--- config.mk ---
export PLATFORM = sky130hd
export DESIGN_NAME = divisor_prog
export DESIGN_NICKNAME = d
export VERILOG_FILES = /design/src/rtl/divisor_pkg.sv /design/src/rtl/contador_tc.sv /design/src/rtl/divisor_prog.sv
export SDC_FILE = /design/constraint.sdc
export NUM_CORES = 1
export LEC_CHECK = 0
export BUFFER_PORTS_ARGS = -buffer_cell sky130_fd_sc_hd__buf_2
export CAP_MARGIN = 20
export CORE_MARGIN = 4
export CORE_UTILIZATION = 25
export CTS_BUF_LIST = sky130_fd_sc_hd__clkbuf_16
export DETAILED_ROUTE_END_ITERATION = 8
export GPL_TIMING_DRIVEN = 0
export PLACE_DENSITY = 0.51
export SLEW_MARGIN = 20
export SYNTH_ARGS = -nofsm -noshare
export SYNTH_HDL_FRONTEND = slang
export SYNTH_SLANG_ARGS = --single-unit
--- constraint.sdc ---
create_clock -name CLK -period 6.2 [get_ports CLK]
set_clock_uncertainty 0.05 [all_clocks]
set_input_delay 0 -clock CLK [delete_from_list [all_inputs] [get_ports CLK]]
set_output_delay 0 -clock CLK [all_outputs]
set_load 0.1 [all_outputs]
--- src/rtl/divisor_pkg.sv ---
// Shared constants for the programmable Morse timing divider.
// Unit constants give the encoder's dot/dash/gap lengths in ticks.
package divisor_pkg;

    localparam int unsigned DIV_WIDTH = 28;
    localparam logic [DIV_WIDTH-1:0] DIV_1HZ = 28'd99999999;

    localparam int unsigned UNIT_DOT  = 1;
    localparam int unsigned UNIT_DASH = 3;
    localparam int unsigned UNIT_GAP  = 7;

endpackage

--- src/rtl/contador_tc.sv ---
// WIDTH-bit up counter that returns to zero after reaching the terminal count.
// o_wrap flags cnt==tc; i_clr has priority over counting.
module contador_tc
    import divisor_pkg::*;
#(
    parameter int unsigned WIDTH = DIV_WIDTH
) (
    input  logic             i_clk,
    input  logic             i_rst,
    input  logic             i_en,
    input  logic             i_clr,
    input  logic [WIDTH-1:0] i_tc,
    output logic             o_wrap
);

    logic [WIDTH-1:0] r_cnt;
    logic [WIDTH-1:0] w_cnt_nxt;

    assign o_wrap = (r_cnt == i_tc);

    always_comb begin
        w_cnt_nxt = r_cnt;
        if (i_clr) begin
            w_cnt_nxt = '0;
        end else if (i_en) begin
            w_cnt_nxt = o_wrap ? '0 : r_cnt + WIDTH'(1);
        end
    end

    always_ff @(posedge i_clk or posedge i_rst) begin
        if (i_rst) begin
            r_cnt <= '0;
        end else begin
            r_cnt <= w_cnt_nxt;
        end
    end

endmodule

--- src/rtl/divisor_prog.sv ---
// Runtime-programmable divider: TICK strobe, CLK_2 toggle, glitch-free terminal-count reload.
// Define DIVISOR_UNIT_CNT_EN to add the UNIT_CLR / UNIT_CNT Morse unit counter.
module divisor_prog
    import divisor_pkg::*;
#(
    parameter int unsigned WIDTH       = DIV_WIDTH,
    parameter int unsigned DEFAULT_DIV = DIV_1HZ
`ifdef DIVISOR_UNIT_CNT_EN
    ,
    parameter int unsigned UNIT_W      = 3
`endif
) (
    input  logic              CLK,
    input  logic              RST,
    input  logic              EN,
    input  logic [WIDTH-1:0]  DIV_IN,
    input  logic              LOAD,
    output logic              LOAD_ACK,
    output logic              PEND,
    output logic              TICK,
    output logic              CLK_2
`ifdef DIVISOR_UNIT_CNT_EN
    ,
    input  logic              UNIT_CLR,
    output logic [UNIT_W-1:0] UNIT_CNT
`endif
);

    localparam logic [WIDTH-1:0] TC_RST = WIDTH'(DEFAULT_DIV);

    logic [WIDTH-1:0] r_tc;
    logic [WIDTH-1:0] r_pend_val;
    logic             r_pend;
    logic             r_ack;
    logic             r_tick;
    logic             r_clk2;

    logic [WIDTH-1:0] w_tc_nxt;
    logic [WIDTH-1:0] w_pend_val_nxt;
    logic [WIDTH-1:0] w_new_tc;
    logic             w_pend_nxt;
    logic             w_ack_nxt;
    logic             w_tick_nxt;
    logic             w_clk2_nxt;
    logic             w_hit;
    logic             w_apply;
    logic             w_cnt_clr;

    contador_tc #(
        .WIDTH (WIDTH)
    ) u_cnt (
        .i_clk  (CLK),
        .i_rst  (RST),
        .i_en   (EN),
        .i_clr  (w_cnt_clr),
        .i_tc   (r_tc),
        .o_wrap (w_hit)
    );

    // A LOAD seen this cycle beats an older pending value (last write wins).
    assign w_apply  = LOAD | r_pend;
    assign w_new_tc = LOAD ? DIV_IN : r_pend_val;

    always_comb begin
        w_tc_nxt       = r_tc;
        w_pend_val_nxt = r_pend_val;
        w_pend_nxt     = r_pend;
        w_ack_nxt      = 1'b0;
        w_tick_nxt     = 1'b0;
        w_clk2_nxt     = r_clk2;
        w_cnt_clr      = 1'b0;
        if (EN) begin
            if (w_hit) begin
                w_tick_nxt = 1'b1;
                w_clk2_nxt = ~r_clk2;
                if (w_apply) begin
                    w_tc_nxt   = w_new_tc;
                    w_pend_nxt = 1'b0;
                    w_ack_nxt  = 1'b1;
                end
            end else if (LOAD) begin
                w_pend_val_nxt = DIV_IN;
                w_pend_nxt     = 1'b1;
            end
        end else if (w_apply) begin
            // Stopped counter: safe to switch now, restarting the period from zero.
            w_tc_nxt   = w_new_tc;
            w_pend_nxt = 1'b0;
            w_ack_nxt  = 1'b1;
            w_cnt_clr  = 1'b1;
        end
    end

    always_ff @(posedge CLK or posedge RST) begin
        if (RST) begin
            r_tc       <= TC_RST;
            r_pend_val <= '0;
            r_pend     <= 1'b0;
            r_ack      <= 1'b0;
            r_tick     <= 1'b0;
            r_clk2     <= 1'b0;
        end else begin
            r_tc       <= w_tc_nxt;
            r_pend_val <= w_pend_val_nxt;
            r_pend     <= w_pend_nxt;
            r_ack      <= w_ack_nxt;
            r_tick     <= w_tick_nxt;
            r_clk2     <= w_clk2_nxt;
        end
    end

    assign LOAD_ACK = r_ack;
    assign PEND     = r_pend;
    assign TICK     = r_tick;
    assign CLK_2    = r_clk2;

`ifdef DIVISOR_UNIT_CNT_EN
    logic [UNIT_W-1:0] r_unit_cnt;

    // Counts TICK strobes as seen by consumers; clear wins over a coincident TICK.
    always_ff @(posedge CLK or posedge RST) begin
        if (RST) begin
            r_unit_cnt <= '0;
        end else if (UNIT_CLR) begin
            r_unit_cnt <= '0;
        end else if (r_tick) begin
            r_unit_cnt <= r_unit_cnt + UNIT_W'(1);
        end
    end

    assign UNIT_CNT = r_unit_cnt;
`endif

endmodule

# Word-level counts from Yosys, hierarchy flattened
# Cells that the tools add are included.
[totals] regBits=88 latch_bits=0 mem_bits_rw=0 romBits=0 inputBits=32 output_inout_bits=4 word_cells=34 mem_count=0
[op_classes] n_addsub=1 n_mul=0 n_div=0 magnitude_cmp=0 eq_ne=3 shifts=0 mux=17 n_bitwise=3 n_reduce_logical=3
[ops] operator="$mux 28" n=7
[ops] operator="$add 28x1->28 const B" n=1
[ops] operator="$eq 28x28->1" n=1
[ops] operator="$mux 1" n=10
[ops] operator="$reduce_and 2->1" n=2
[ops] operator="$ne 3x1->1 const B" n=1
[ops] operator="$ne 2x1->1 const B" n=1
[ops] operator="$not 1->1" n=2
[ops] operator="$reduce_bool 2->1" n=1
[ops] operator="$or 1x1->1" n=1

# Logic depth before layout (Yosys ltp)
[logic_depth] ltp_word=4 ltp_mapped=9

# Cells and area by module
# A second synthesis with hierarchy kept.
[hier_totals] cells_unflattened=347 area_unflattened_um2=4317.9
[by_module_without_submodules] module="divisor_prog" n_inst=1 cells_each=161 area_each_um2=2600.0 seq_area_each_um2=1525.2
[by_module_without_submodules] module="contador_tc" n_inst=1 cells_each=186 area_each_um2=1717.9 seq_area_each_um2=700.7

# Worst setup path before layout
# Ideal clock, no wire load.
[synth_timing] path_type="reg2reg" startpoint="register r_tc[4]" endpoint="register r_pend_val[0]" setup_time_ns=0.128 arrival_ns=1.876 setup_slack_ns=4.146 path_stages_with_launch=8 period_less_slack_ns=2.054 path_cell_list="dfstp_2 xnor2_1 nand4_1 nor4_2 a21o_1 nor2_4 buf_2 mux2_1"
[synth_via] elab_chain_cells=3
[synth_lines] element="start: declaration" line="divisor_prog.sv:31" rtl="logic [WIDTH-1:0] r_tc;"
[synth_lines] element="start signal: assignment" line="divisor_prog.sv:103" rtl="r_tc <= w_tc_nxt;"
[synth_lines] element="$eq 28x28->1" line="contador_tc.sv:19" rtl="assign o_wrap = (r_cnt == i_tc);"
[synth_lines] element="$not 1->1 (no line)"
[synth_lines] element="$reduce_and 2->1 (no line)"
[synth_lines] element="end signal: assignment" line="divisor_prog.sv:104" rtl="r_pend_val <= w_pend_val_nxt;"
[synth_lines] element="end: declaration" line="divisor_prog.sv:32" rtl="logic [WIDTH-1:0] r_pend_val;"
# No other way between the ends.
# A chain may end at the register's enable or synchronous reset.

# Worst setup path after layout
[layout_timing] startpoint="register u_cnt.r_cnt[13]" endpoint="register u_cnt.r_cnt[0]"
[layout_via] elab_chain_cells=4
[layout_lines] element="start: declaration" line="contador_tc.sv:16" rtl="logic [WIDTH-1:0] r_cnt;"
[layout_lines] element="start signal: assignment" line="contador_tc.sv:34" rtl="r_cnt <= w_cnt_nxt;"
[layout_lines] element="$eq 28x28->1" line="contador_tc.sv:19"
[layout_lines] element="$mux 28" line="contador_tc.sv:26" rtl="w_cnt_nxt = o_wrap ? '0 : r_cnt + WIDTH'(1);"
[layout_lines] element="$mux 28" line="contador_tc.sv:25" rtl="end else if (i_en) begin"
[layout_lines] element="$mux 28" line="contador_tc.sv:23" rtl="if (i_clr) begin"
# No other way between the ends. The select of a mux whose other input is x is not followed.

==> impl_results.md <==
- # resized after CTS: 0
- Antenna violations before repair: 0
- Yosys top cell by area: dfrtp_1
- FF-to-FF path depth: 8
- Min Clock Period, post-route: 2.48 ns
- Reg2reg setup slack: 3.72 ns
- Critical path's slowest cell: nor3_1
- Yosys warns: 0
- Clk pin slew, worst setup/hold paths: 0.07 ns
- Final Setup Violations: 0
- Setup CP Type: flip-flop to flip-flop
- Relative slew slack: 52.6%
- Core area: 16600 um2
- Simple-gate share of the synthesized area: 12.1%
- Netlist cell types: 38
- CTS tree: done
- Multi-input gate area: 1860 um2
- Adder-Cell Fraction of Synth Area: 0.295%
- Vias in the first global route: 3194
- Crit Reg-Reg Endpoint: u_cnt.r_cnt[0]
- RSZ-0062 raised after global routing: false
- Final GP Congestion: 0.851
- PortBufs: 35
- Drt total wl: 10500 um
- Share of the synthesized area in the top cell type: 40.7%
- Routed len/inst: 15.4 um
- Crit path launch: u_cnt.r_cnt[13]
- Reg-to-Reg Start: u_cnt.r_cnt[13]
- Status: finished clean
- Vias/cell: 4.68
- Final ANT Viol Nets: 0
- CP Capture Type: flip-flop
- Slew Viols, Final: 0
- Peak VDD IR: 0.143 mV
- H-tree lvl count: 3
- Register bit count reported by yosys: 88
- CTS Hold Bufs: 31
- GRT Total Usage: 11.2%
- Max incr delay on CP: 0.34 ns
- Placed inst area: 4720 um2
- Num CTS Buffers: 9
- Critical Path AT: 2.63 ns
- Startpoint Class: flip-flop
- Worst-Margin Slew: 0.706 ns
- Primary FF master, synth: dfrtp_1
- Nets: 492
- Setup crit end: u_cnt.r_cnt[0]
- Most common cell on crit path: buf_2
- Largest family of logic cells by synthesized area: compound AO/OA/AOI/OAI gates
- Post-synthesis xor/xnor area fraction: 6.40%
- Fmax: 0.404 GHz
- Area Overhead vs Synth: 25.4%
- Post-Syn Area: 4240 um2
- Longest Clk Path Bufs: 2
- HPWL Detailed: 7640 um
- Async SR Flop Fraction: 100%
- Synth Instances: 381
- Total global routing overflow: 0
- Max FO, Critical Path: 10
- Initial Utilization: 25.6%
- Sequential cell area: 2230 um2
- # IOs: 36
- CTS sink cnt: 88
- Drt pass-1 iters: 4
- Syn avg cell area: 11.1 um2
- Min-delay worst type: input port to asynchronous set/reset pin
- Synth area leaders: dfrtp_1, dfstp_2, mux2_1
- Final hold viol count: 0
- Post-synthesis sequential area ratio: 52.4%
- Post-CTS Setup Inserts: 0
- Most common library cells after synthesis: dfrtp_1, o22ai_1, mux2_1, xnor2_1, a2bb2oi_1
- Clock root buffer master: clkbuf_16
- Design area: 5320 um2
- Req. time, crit path: 6.36 ns
- Synth Area in Compound Gates: 17.4%
- Cell with the most instances after synthesis: dfrtp_1
- CP delay by family, top: buffers and inverters
- Vias: 3203
- Buf/Inv on CP: 3
- Power, Total: 1420 uW
- FP Rows: 47
- Die width: 138 um
- DRT iter0 DRCs: 158
- Sum Neg Setup Slack: 0 ns
- Crit share post-route: 39.9%
- Pwr Density: 266 nW/um2
- # fillers: 1729
- First-pass GRT wire length: 17400 um
- Leak: 0.00224 uW
- Remaining DRCs: 0
- Worst-Skew Late Latency: 0.33 ns
- # Max-Cap Violations: 0
- Die height: 138 um
- Share of layout cells above drive strength 1: 19.4%
- Diode count: 0
- EDFF count, synth: 0
- Die area: 19100 um2
- Mux share of post-synthesis cell area: 7.69%
- Cell Chain, Critical Path: clkbuf_1 -> xnor2_1 -> nand4_1 -> nor3_1 -> a21o_1 -> buf_2 -> buf_2 -> o21ai_0
- Syn nets: 414
- Largest net degree at the start of global routing: 57
- Stages on worst setup path: 8
==> layout by cell type (no fill, tap or decap), types with 2 or more instances in the layout <==
cell type / instances
dfrtp_1: 69
buf_2: 47
dlygate4sd3_1: 31
o22ai_1: 30
xnor2_1: 28
mux2_1: 28
a2bb2oi_1: 27
dfstp_2: 19
nand2_1: 18
a21o_1: 16
nand3_1: 14
nand4_1: 12
inv_1: 12
nor2_1: 12
clkbuf_1: 11
nor3_1: 10
o21ai_0: 10
clkbuf_16: 9
a21oi_1: 8
o21ai_1: 6
or3_1: 6
nor4_1: 4
and3_1: 4
a22o_1: 3
xor2_1: 3
clkinv_1: 3
nor4_2: 2
and4_1: 2
o311ai_0: 2
==> sequential cells by signal, summed over array words and instances, names as in the netlist <==
register / cells
u_cnt.r_cnt: 28
PEND: 1
CLK_2: 1
LOAD_ACK: 1
TICK: 1
r_tc: 28
r_pend_val: 28
==> layout make-up <==
class / instances / share of cell area, %
plain buffers: 24 / 2.05
clock buffers: 9 / 4.23
clock inverters: 7 / 1.18
inverters: 13 / 0.964
multi-input cells: 256 / 35.0
flip-flops and latches: 88 / 41.8
well taps: 220 / 5.17
repair buffers: 67 / 9.64
==> worst reg2reg max path, stage by stage (launching register included) <==
cell	delay, ns
dfrtp_1	0.32
clkbuf_1	0.31
xnor2_1	0.16
nand4_1	0.15
nor3_1	0.34
a21o_1	0.31
buf_2	0.31
buf_2	0.28
o21ai_0	0.11
==> cells by family after synthesis <==
family,Yosys count
AO/OA/AOI/OAI,105
adder cells (fa/ha/maj),1
XOR/XNOR,31
AND/OR/NAND/NOR,90
buffers and inverters,37
multiplexers,29
flip-flops,88
==> power breakdown <==
part           switching [uW]  total, uW  internal, uW
sequential               42.4        689           646
clock                     225        533           308
combinational            93.3        195           102
==> layer usage <==
layer | vias up | wire [um] | global-route usage [%]
li1 | 1574 | - | -
met1 | 1568 | 5040 | 15.0
met2 | 54 | 5090 | 18.2
met3 | 7 | 286 | 2.38
met4 | 0 | 121 | 3.43
met5 | - | 0 | 0
==> worst min-delay path by stage <==
| stage | start | endpoint | slack [ns] | cells after the start |
|---|---|---|---|---|
| 3_5_place_dp | RST | r_pend_val[0] | 0.002 | 2 |
| 6_report | RST | r_pend_val[2] | 0.18 | 3 |
| 5_1_grt | RST | r_pend_val[2] | 0.22 | 3 |
| 3_3_place_gp | DIV_IN[24] | r_pend_val[24] | 0.18 | 2 |
| 2_1_floorplan | DIV_IN[0] | r_pend_val[0] | 0.08 | 1 |
| 4_1_cts | RST | r_pend_val[0] | 0.19 | 3 |
==> through the flow <==
step / hold WS (ns) / utilization [%] / std cells / setup WS (ns)
2_1_floorplan: 0.0847 / - / 381 / 3.90
3_3_place_gp: 0.185 / 28.3 / 636 / 2.85
3_5_place_dp: 0.00151 / 28.5 / 637 / 3.76
4_1_cts: 0.186 / 32.1 / 684 / 3.71
5_1_grt: 0.219 / 32.1 / 684 / 3.47
6_report: 0.177 / 32.1 / 684 / 3.72
Note: power is estimated with default switching activity, not from simulation.
